[src/rtl/fetch_queue.sv]
// Instruction fetch: PC generation, in-order imem requests and a small FIFO feeding decode.
// Define FETCH_QUEUE_PERF_EN to build the fetch/flush performance counters.
module fetch_queue #(
  parameter int          DEPTH    = 4,
  parameter logic [31:0] RESET_PC = 32'h0000_0000
) (
  input  logic        clk,
  input  logic        rstn,
  output logic        imem_req_valid,
  input  logic        imem_req_ready,
  output logic [31:0] imem_req_addr,
  input  logic        imem_resp_valid,
  input  logic [31:0] imem_resp_data,
  input  logic        redirect_valid,
  input  logic [31:0] redirect_pc,
  output logic        if_valid,
  input  logic        if_ready,
  output logic [31:0] if_pc,
  output logic [31:0] if_instr,
  output logic [31:0] perf_fetch_cnt,
  output logic [31:0] perf_flush_cnt
);

  localparam int          AW        = (DEPTH > 1) ? $clog2(DEPTH) : 1;
  localparam int          CW        = AW + 1;
  localparam logic [CW:0] DEPTH_SUM = (CW + 1)'(DEPTH);
  localparam logic [CW-1:0] DEPTH_CNT = CW'(DEPTH);

  logic [31:0]   pc;
  logic [31:0]   resp_pc;
  logic [CW-1:0] inflight;
  logic [CW-1:0] drop;
  logic [CW-1:0] count;
  logic [AW-1:0] rd_ptr;
  logic [AW-1:0] wr_ptr;
  logic [31:0]   pc_mem    [DEPTH];
  logic [31:0]   instr_mem [DEPTH];

  logic          has_credit;
  logic          accept;
  logic          push;
  logic          pop;
  logic [CW-1:0] inflight_next;
  logic [31:0]   redirect_base;

  // A request may only go out if its word is guaranteed a FIFO slot on return.
  assign has_credit     = ({1'b0, count} + {1'b0, inflight}) < DEPTH_SUM;
  assign imem_req_valid = rstn && has_credit && !redirect_valid;
  assign imem_req_addr  = pc;
  assign accept         = imem_req_valid && imem_req_ready;

  assign redirect_base  = {redirect_pc[31:2], 2'b00};
  assign inflight_next  = inflight + CW'(accept) - CW'(imem_resp_valid);

  assign if_valid = (count != '0);
  assign if_pc    = if_valid ? pc_mem[rd_ptr]    : 32'h0;
  assign if_instr = if_valid ? instr_mem[rd_ptr] : 32'h0;

  assign pop  = if_valid && if_ready && !redirect_valid;
  assign push = imem_resp_valid && (drop == '0) && !redirect_valid;

  always_ff @(posedge clk or negedge rstn) begin
    if (!rstn) begin
      pc       <= RESET_PC;
      resp_pc  <= RESET_PC;
      inflight <= '0;
      drop     <= '0;
      count    <= '0;
      rd_ptr   <= '0;
      wr_ptr   <= '0;
    end else begin
      inflight <= inflight_next;
      // Everything still outstanding after this cycle belongs to the old path.
      if (redirect_valid) begin
        pc      <= redirect_base;
        resp_pc <= redirect_base;
        drop    <= inflight_next;
        count   <= '0;
        rd_ptr  <= '0;
        wr_ptr  <= '0;
      end else begin
        if (accept) begin
          pc <= pc + 32'd4;
        end
        if (push) begin
          resp_pc <= resp_pc + 32'd4;
          wr_ptr  <= wr_ptr + AW'(1);
        end
        if (imem_resp_valid && (drop != '0)) begin
          drop <= drop - CW'(1);
        end
        if (pop) begin
          rd_ptr <= rd_ptr + AW'(1);
        end
        count <= count + CW'(push) - CW'(pop);
      end
    end
  end

  always_ff @(posedge clk) begin
    if (push) begin
      pc_mem[wr_ptr]    <= resp_pc;
      instr_mem[wr_ptr] <= imem_resp_data;
    end
  end

  // Credit accounting should make a write into a full FIFO impossible.
  a_no_overflow: assert property (@(posedge clk) disable iff (!rstn)
    !(push && !pop && (count == DEPTH_CNT)));

  a_inflight_bound: assert property (@(posedge clk) disable iff (!rstn)
    (inflight <= DEPTH_CNT) && (drop <= DEPTH_CNT));

`ifdef FETCH_QUEUE_PERF_EN
  logic [31:0] fetch_cnt;
  logic [31:0] flush_cnt;

  always_ff @(posedge clk or negedge rstn) begin
    if (!rstn) begin
      fetch_cnt <= 32'h0;
      flush_cnt <= 32'h0;
    end else begin
      if (pop) begin
        fetch_cnt <= fetch_cnt + 32'd1;
      end
      if (redirect_valid) begin
        flush_cnt <= flush_cnt + 32'd1;
      end
    end
  end

  assign perf_fetch_cnt = fetch_cnt;
  assign perf_flush_cnt = flush_cnt;
`else
  assign perf_fetch_cnt = 32'h0;
  assign perf_flush_cnt = 32'h0;
`endif

endmodule
[config.mk]
export PLATFORM = sky130hd
export DESIGN_NAME = fetch_queue
export DESIGN_NICKNAME = d
export VERILOG_FILES = /design/src/rtl/fetch_queue.sv
export SDC_FILE = /design/constraint.sdc
export NUM_CORES = 1
export LEC_CHECK = 0
export ABC_AREA = 1
export CORE_ASPECT_RATIO = 0.6
export CORE_MARGIN = 1
export CORE_UTILIZATION = 45
export DETAILED_ROUTE_END_ITERATION = 8
export GPL_ROUTABILITY_DRIVEN = 0
export GPL_TIMING_DRIVEN = 1
export PLACE_DENSITY = 0.77
export SKIP_LAST_GASP = 1
export SYNTH_ARGS = -nofsm -noshare
export SYNTH_HDL_FRONTEND = slang
export SYNTH_SLANG_ARGS = --single-unit
[constraint.sdc]
create_clock -name clk -period 7.1 [get_ports clk]
set_clock_uncertainty 0.05 [all_clocks]
set_input_delay 0.71 -clock clk [delete_from_list [all_inputs] [get_ports clk]]
set_output_delay 0.71 -clock clk [all_outputs]
set_load 0.05 [all_outputs]
==> metrics.txt, run 1 <==
Max Buffers Root-to-Sink=3; NumNets Final=roughly 1.8k; largest family of logic cells by synthesized area=simple AND/OR/NAND/NOR gates; Post-synth EDFFs=248; slowest CP cell=clkdlybuf4s50_1; share of the synthesized area in the top cell type=between 40% and 50%; Root Driver=clkbuf_16; area leader, netlist=edfxtp_1; Setup violations, final=0; Switching Share=between 40% and 50%; fin util=54.46%; Slew Viols, Final=0; Critical Path RT=6340 ps; core footprint=32860 µm²; antenna violation net count after detailed routing=0; Leak=6.703 nW; Sequential Power Share=36.1%; Hold Vio Cnt, Final=0; CP max FO=78; reg2reg path depth=13; Setup Buffers After CTS=0; asr flop ratio synth=roughly 23%; CTS hold repair buffers=0; max capacitance violation total=0; status=completed; most used flip-flop cell after synthesis=edfxtp_1; all-layer global routing usage=22.36%; Worst R2R End=count[2]$_DFF_PN0_; Initial Utilization=46.35%; period utilisation layout=67.78%; post-synthesis compound-gate area fraction=9.085%; Clk network pwr share=23.5%; sequential share of the synthesized area=roughly three fifths; clk slew on worst S/H paths=70 ps; switching power=2.809 mW; relative slew slack=30.51%; Starting DRT DRC Count=1319; ranking of synthesized cells by area=edfxtp_1 (49%), dfrtp_1 (12%), nor2_1 (8.8%), nand2_1 (6.0%), o21ai_0 (4.6%); Vias per Instance=5.263; Worst setup EP type=output port; HPWL Detailed=24280 µm; Ant. Diodes=0; die height=144.5 µm; syn_area_per_cell=9.696 µm²; post-synthesis mux area share=0%; via count=11.48k; share of post-route cells with drive strength above 1=approximately 6%; Slew @ Worst Pin=1042 ps; Synth Area in Adders=1.413%; Synth-to-Final Area Change=17.50%; CP peak stage delay=890 ps; total gr overflow=0; Post-Synth XOR/XNOR Area=0.9200%; Simple-Gate Fraction of Synth Area=between 20 and 25%; data arrival time of the critical path=~4100 ps; power after layout=6.610 mW; largest net degree at the start of global routing=92; num rows=approximately 50; post-cts resize count=0; CP Cell Sequence=inv_2 -> buf_4 -> o21ai_0 -> a21oi_1 -> clkdlybuf4s50_1; I/O Buffers=between 150 and 200; die area=34610 µm²; drt first pass iters=5; Synth Warn #=0; r2r setup slk=3790 ps; CP startpoint kind=flop; CTS sink cnt=~320; RSZ-0062 raised after global routing=no; Top Ports=232; drc violations=0; combinational power share=between 40% and 50%; HP Class=in -> async; final setup TNS=0 ps; launching point of the worst reg2reg path=count[1]$_DFF_PN0_; Post-Syn Instances=1571; #FFs+latches synth=321; DIE WIDTH=239.5 µm; synthesized area=15230 µm²; first-pass GRT wire length=~59000 µm; WL/cell=17.88 µm; Inserted Clock Buffers=30; CTS tree=yes; total wire length=39010 µm; Max IR drop VDD=0.2566 mV; Power Density=369.3 nW/µm²; worst hold slack=about 130 ps; vias in the first global route=about 11k; Int Pwr=3.801 mW; kind of critical path=reg -> out; Highest Clock Rate=0.2078 GHz; H-Tree Level Count=1; Synth cell types=46; Final min period=4813 ps; Worst-Skew Late Latency=around 570 ps; antenna violations before repair=0
[layer usage]
layer | GRT usage (%) | wire length [µm] | vias up
met5 | 0 | 0 | -
met3 | 6.776 | 3958 | 58
li1 | - | - | 5432
met2 | 33.64 | 17340 | 502
met1 | 31.63 | 16940 | 5491
met4 | 5.364 | 769 | 0
[cells in the mapped netlist, types with 4 or more instances]
cell type	instances
a21oi_1	89
buf_2	20
buf_4	71
clkbuf_1	38
dfrtp_1	73
edfxtp_1	248
ha_1	14
inv_1	73
inv_2	7
nand2_1	245
nand2_2	8
nand3_1	74
nand3_2	7
nand3b_1	6
nand4_1	9
nor2_1	358
nor2_2	11
nor2_4	5
nor3_1	11
o211ai_1	16
o21ai_0	141
xnor2_1	4
xor2_1	12
[cell usage in the layout, fill, tap and decap left out, drive strengths merged, types with 11 or more instances in the layout]
master and count:
nor2 374, nand2 254, edfxtp 248, clkdlybuf4s50 159
o21ai 143, a21oi 91, nand3 81, inv 81
dfrtp 73, conb 68, clkbuf 38, o211ai 17
clkinv 15, ha 14, buf 13, xor2 12
nor3 11
[worst max-delay path, delay by kind of cell (launching register included)]
family                 cells  cell delay (ps)
buffers and inverters      3             2230
DFF                        1              640
AOI/OAI and AO/OA          2              580
[power groups by stage]
stage	sequential (mW)	clock, mW	combinational [mW]
final	2.39	1.55	2.67
after global routing	2.41	1.65	2.84
after global placement	2.41	0	2.63
after CTS	2.38	1.58	2.68
after floorplan	2.45	0	1.76
after detailed placement	2.42	0	2.66
[cell families after synthesis]
kind of cell / count (synthesis)
and+or+nand+nor: 740
DFF: 321
AOI/OAI and AO/OA: 261
buffers and inverters: 216
xor gates and xnor gates: 16
adders and majority gates: 16
other: 1
[metrics by stage]
stage	instance area, µm²	cells	worst slack [ps]
floorplan	15480	1638	2790
global placement	16960	2127	2918
detailed placement	16960	2127	2873
CTS	17900	2182	2249
global route	17900	2182	2042
finish	17900	2182	2287
[layout make-up]
cell class | count | area, µm²
Fill cell | 2811 | 14970
Sequential cell | 321 | 9281
Multi-Input combinational cell | 1101 | 5117
Timing Repair Buffer | 172 | 1684
Clock buffer | 38 | 832.0
Tap cell | 450 | 563.0
Inverter | 83 | 314.1
Clock inverter | 17 | 105.1
[worst max-delay path by stage]
stage | start | slack (ps) | cells past startpoint | to
6_report | rd_ptr[0]$_DFFE_PN0P_ | 2290 | 5 | if_pc[10]
5_1_grt | rd_ptr[0]$_DFFE_PN0P_ | 2040 | 5 | if_pc[10]
4_1_cts | rd_ptr[0]$_DFFE_PN0P_ | 2250 | 5 | if_pc[10]
3_5_place_dp | rd_ptr[0]$_DFFE_PN0P_ | 2870 | 5 | if_pc[10]
3_3_place_gp | rd_ptr[0]$_DFFE_PN0P_ | 2920 | 5 | if_pc[10]
2_1_floorplan | redirect_valid | 2790 | 4 | instr_mem[0][0]$_DFFE_PP_
[sequential cells by signal, summed over array words and instances (netlist names)]
name,flops
wr_ptr,2
rd_ptr,2
resp_pc,30
imem_req_addr,30
count,3
pc_mem,120
inflight,3
drop,3
instr_mem,128
Power figures use the tool's default switching activity.
==> run 2: changes to the inputs <==
==> constraint.sdc (replaced) <==
create_clock -name clk -period 4.5 [get_ports clk]
set_clock_uncertainty 0.05 [all_clocks]
set_input_delay 0.45 -clock clk [delete_from_list [all_inputs] [get_ports clk]]
set_output_delay 0.45 -clock clk [all_outputs]
set_load 0.05 [all_outputs]
==> run 2 against run 1 <==
Effect of this change:
- first-iteration DRC count shrank 13%
- core utilization increased by 0.87 points
- sequential share of layout area down 0.83 points
- clock power increased by 84%
- die area unchanged
- flip-flop and latch count unchanged
- wire length about the same
- largest cell class unchanged
==> metrics.txt, run 2 (synthesized netlist as in run 1, its figures left out) <==
total wire length=39030 µm; drt first pass iters=5; Worst setup EP type=output port; crit path launch=rd_ptr[0]$_DFFE_PN0P_; worst hold slack=roughly 240 ps; kind of critical path=reg -> out; CP max FO=38; total gr overflow=0; Synth-to-Final Area Change=19.37%; CTS sink cnt=roughly 320; DIE WIDTH=239.5 µm; Filler Cell Count=2823; area of the multi-input gates=5117 µm²; Starting DRT DRC Count=between 1k and 1.5k; status=completed; I/O Buffers=161; most frequent cells in the layout=nor2_1 (354), edfxtp_1 (248), nand2_1 (245), clkdlybuf4s50_1 (159), o21ai_0 (141); num rows=51; Inserted Clock Buffers=31; post-cts resize count=0; Root Driver=clkbuf_16; Highest Clock Rate=roughly 0.26 GHz; core footprint=32860 µm²; Hold Vio Cnt, Final=0; HPWL Detailed=25470 µm; CTS tree=yes; Most flops, register=instr_mem; Critical Path RT=4000 ps; drc violations=0; Power Density=596.8 nW/µm²; Worst-Skew Late Latency=570 ps; Vias per Instance=5.253; final setup TNS=0 ps; clk slew on worst S/H paths=60 ps; relative slew slack=42.95%; RSZ-0062 raised after global routing=no; Regs by FF count=instr_mem: 128 flops, pc_mem: 120 flops; HP Start=redirect_valid; antenna violations before repair=0; Ant. Diodes=0; most common cell after layout, fill and taps aside=nor2_1; launching point of the worst reg2reg path=count[1]$_DFF_PN0_; Slew Viols, Final=0; antenna violation net count after detailed routing=0; Register Area=between 9000 and 10000 µm²; r2r setup slk=approximately 1400 ps; fin util=55.33%; all-layer global routing usage=22.40%; largest net degree at the start of global routing=63; share of post-route cells with drive strength above 1=roughly 6.9%; CP startpoint kind=flop; Final min period=3845 ps; Top Ports=232; Max Buffers Root-to-Sink=3; period utilisation layout=85.45%; max capacitance violation total=0; reg2reg path depth=13; Setup violations, final=0; max reg flops=128; first-pass GRT wire length=59850 µm; data arrival time of the critical path=~3400 ps; Leak=~7 nW; Worst Setup EP=if_pc[14]; H-Tree Level Count=1; vias in the first global route=between 10k and 15k; NumNets Final=about 1.8k; via count=11.51k; Initial Utilization=46.35%; HP Class=in -> reg; Slew @ Worst Pin=855.8 ps; die area=34610 µm²; die height=144.5 µm; Worst R2R End=count[2]$_DFF_PN0_; WL/cell=17.81 µm; Setup Buffers After CTS=0; Max IR drop VDD=0.3972 mV
## run 2: changes by cell type in the layout (fill, tap and decap cells not counted), moves of 2 or more
cell,delta
bufinv_16,+6
clkbuf_8,-2
buf_4,+2
clkinv_4,+4
clkbuf_1,-2
inv_6,+3
clkinv_1,-3
clkinv_2,-3
buf_12,+4
## run 2: worst min path at each step
stage | end | slack, ps | cells past startpoint
floorplan | count[0]$_DFF_PN0_ | 100 | 0
global placement | inflight[0]$_DFF_PN0_ | 470 | 1
detailed placement | inflight[0]$_DFF_PN0_ | 480 | 1
CTS | count[0]$_DFF_PN0_ | 210 | 2
global route | count[0]$_DFF_PN0_ | 280 | 2
finish | count[0]$_DFF_PN0_ | 240 | 2
## run 2: timing repair
item | in CTS | in global routing
hold buffers | 1 | 0
hold endpoints to repair | 23 | 0
setup endpoints to repair | 0 | 0
## run 2: where the power goes
part	switching [mW]	internal, mW	total (mW)	leakage, nW
logic	3.03	1.22	4.24	3.18
clock network	1.16	1.69	2.85	0.537
registers	0.304	3.45	3.76	3.12
total	4.49	6.36	10.9	6.84
## run 2: metal layers
| metal | track usage (%) | share of wire (%) | vias up |
|---|---|---|---|
| met5 | 0 | 0 | - |
| met4 | 4.622 | 1.6 | 0 |
| met3 | 5.421 | 9.0 | 45 |
| met2 | 33.10 | 44 | 484 |
| met1 | 33.33 | 45 | 5532 |
| li1 | - | - | 5453 |
## run 2: area by class of cell
type | instances | area share [%]
timing repair buffer | 179 | 9.840
tap | 450 | 3.097
sequential | 321 | 51.03
inverter | 83 | 1.727
clock inverter | 24 | 1.775
multi-input combinational | 1101 | 28.14
clock buffer | 34 | 4.383
## run 2: critical path: stages (launching register included)
cell and delay [ps]:
dfrtp_4 610, inv_2 510, buf_4 390, o21ai_0 150
a21oi_1 190, clkdlybuf4s50_1 900
## run 2: stage by stage
step | instance area [µm²] | power [mW] | std cells | worst slack [ps]
2_1_floorplan | 15480 | 6.642 | 1638 | 286.1
3_3_place_gp | 17050 | 7.986 | 2133 | 1263
3_5_place_dp | 17050 | 8.059 | 2133 | 1208
4_1_cts | 18180 | 10.91 | 2192 | 590.2
5_1_grt | 18180 | 11.33 | 2192 | 452.0
6_report | 18180 | 10.85 | 2192 | 654.7
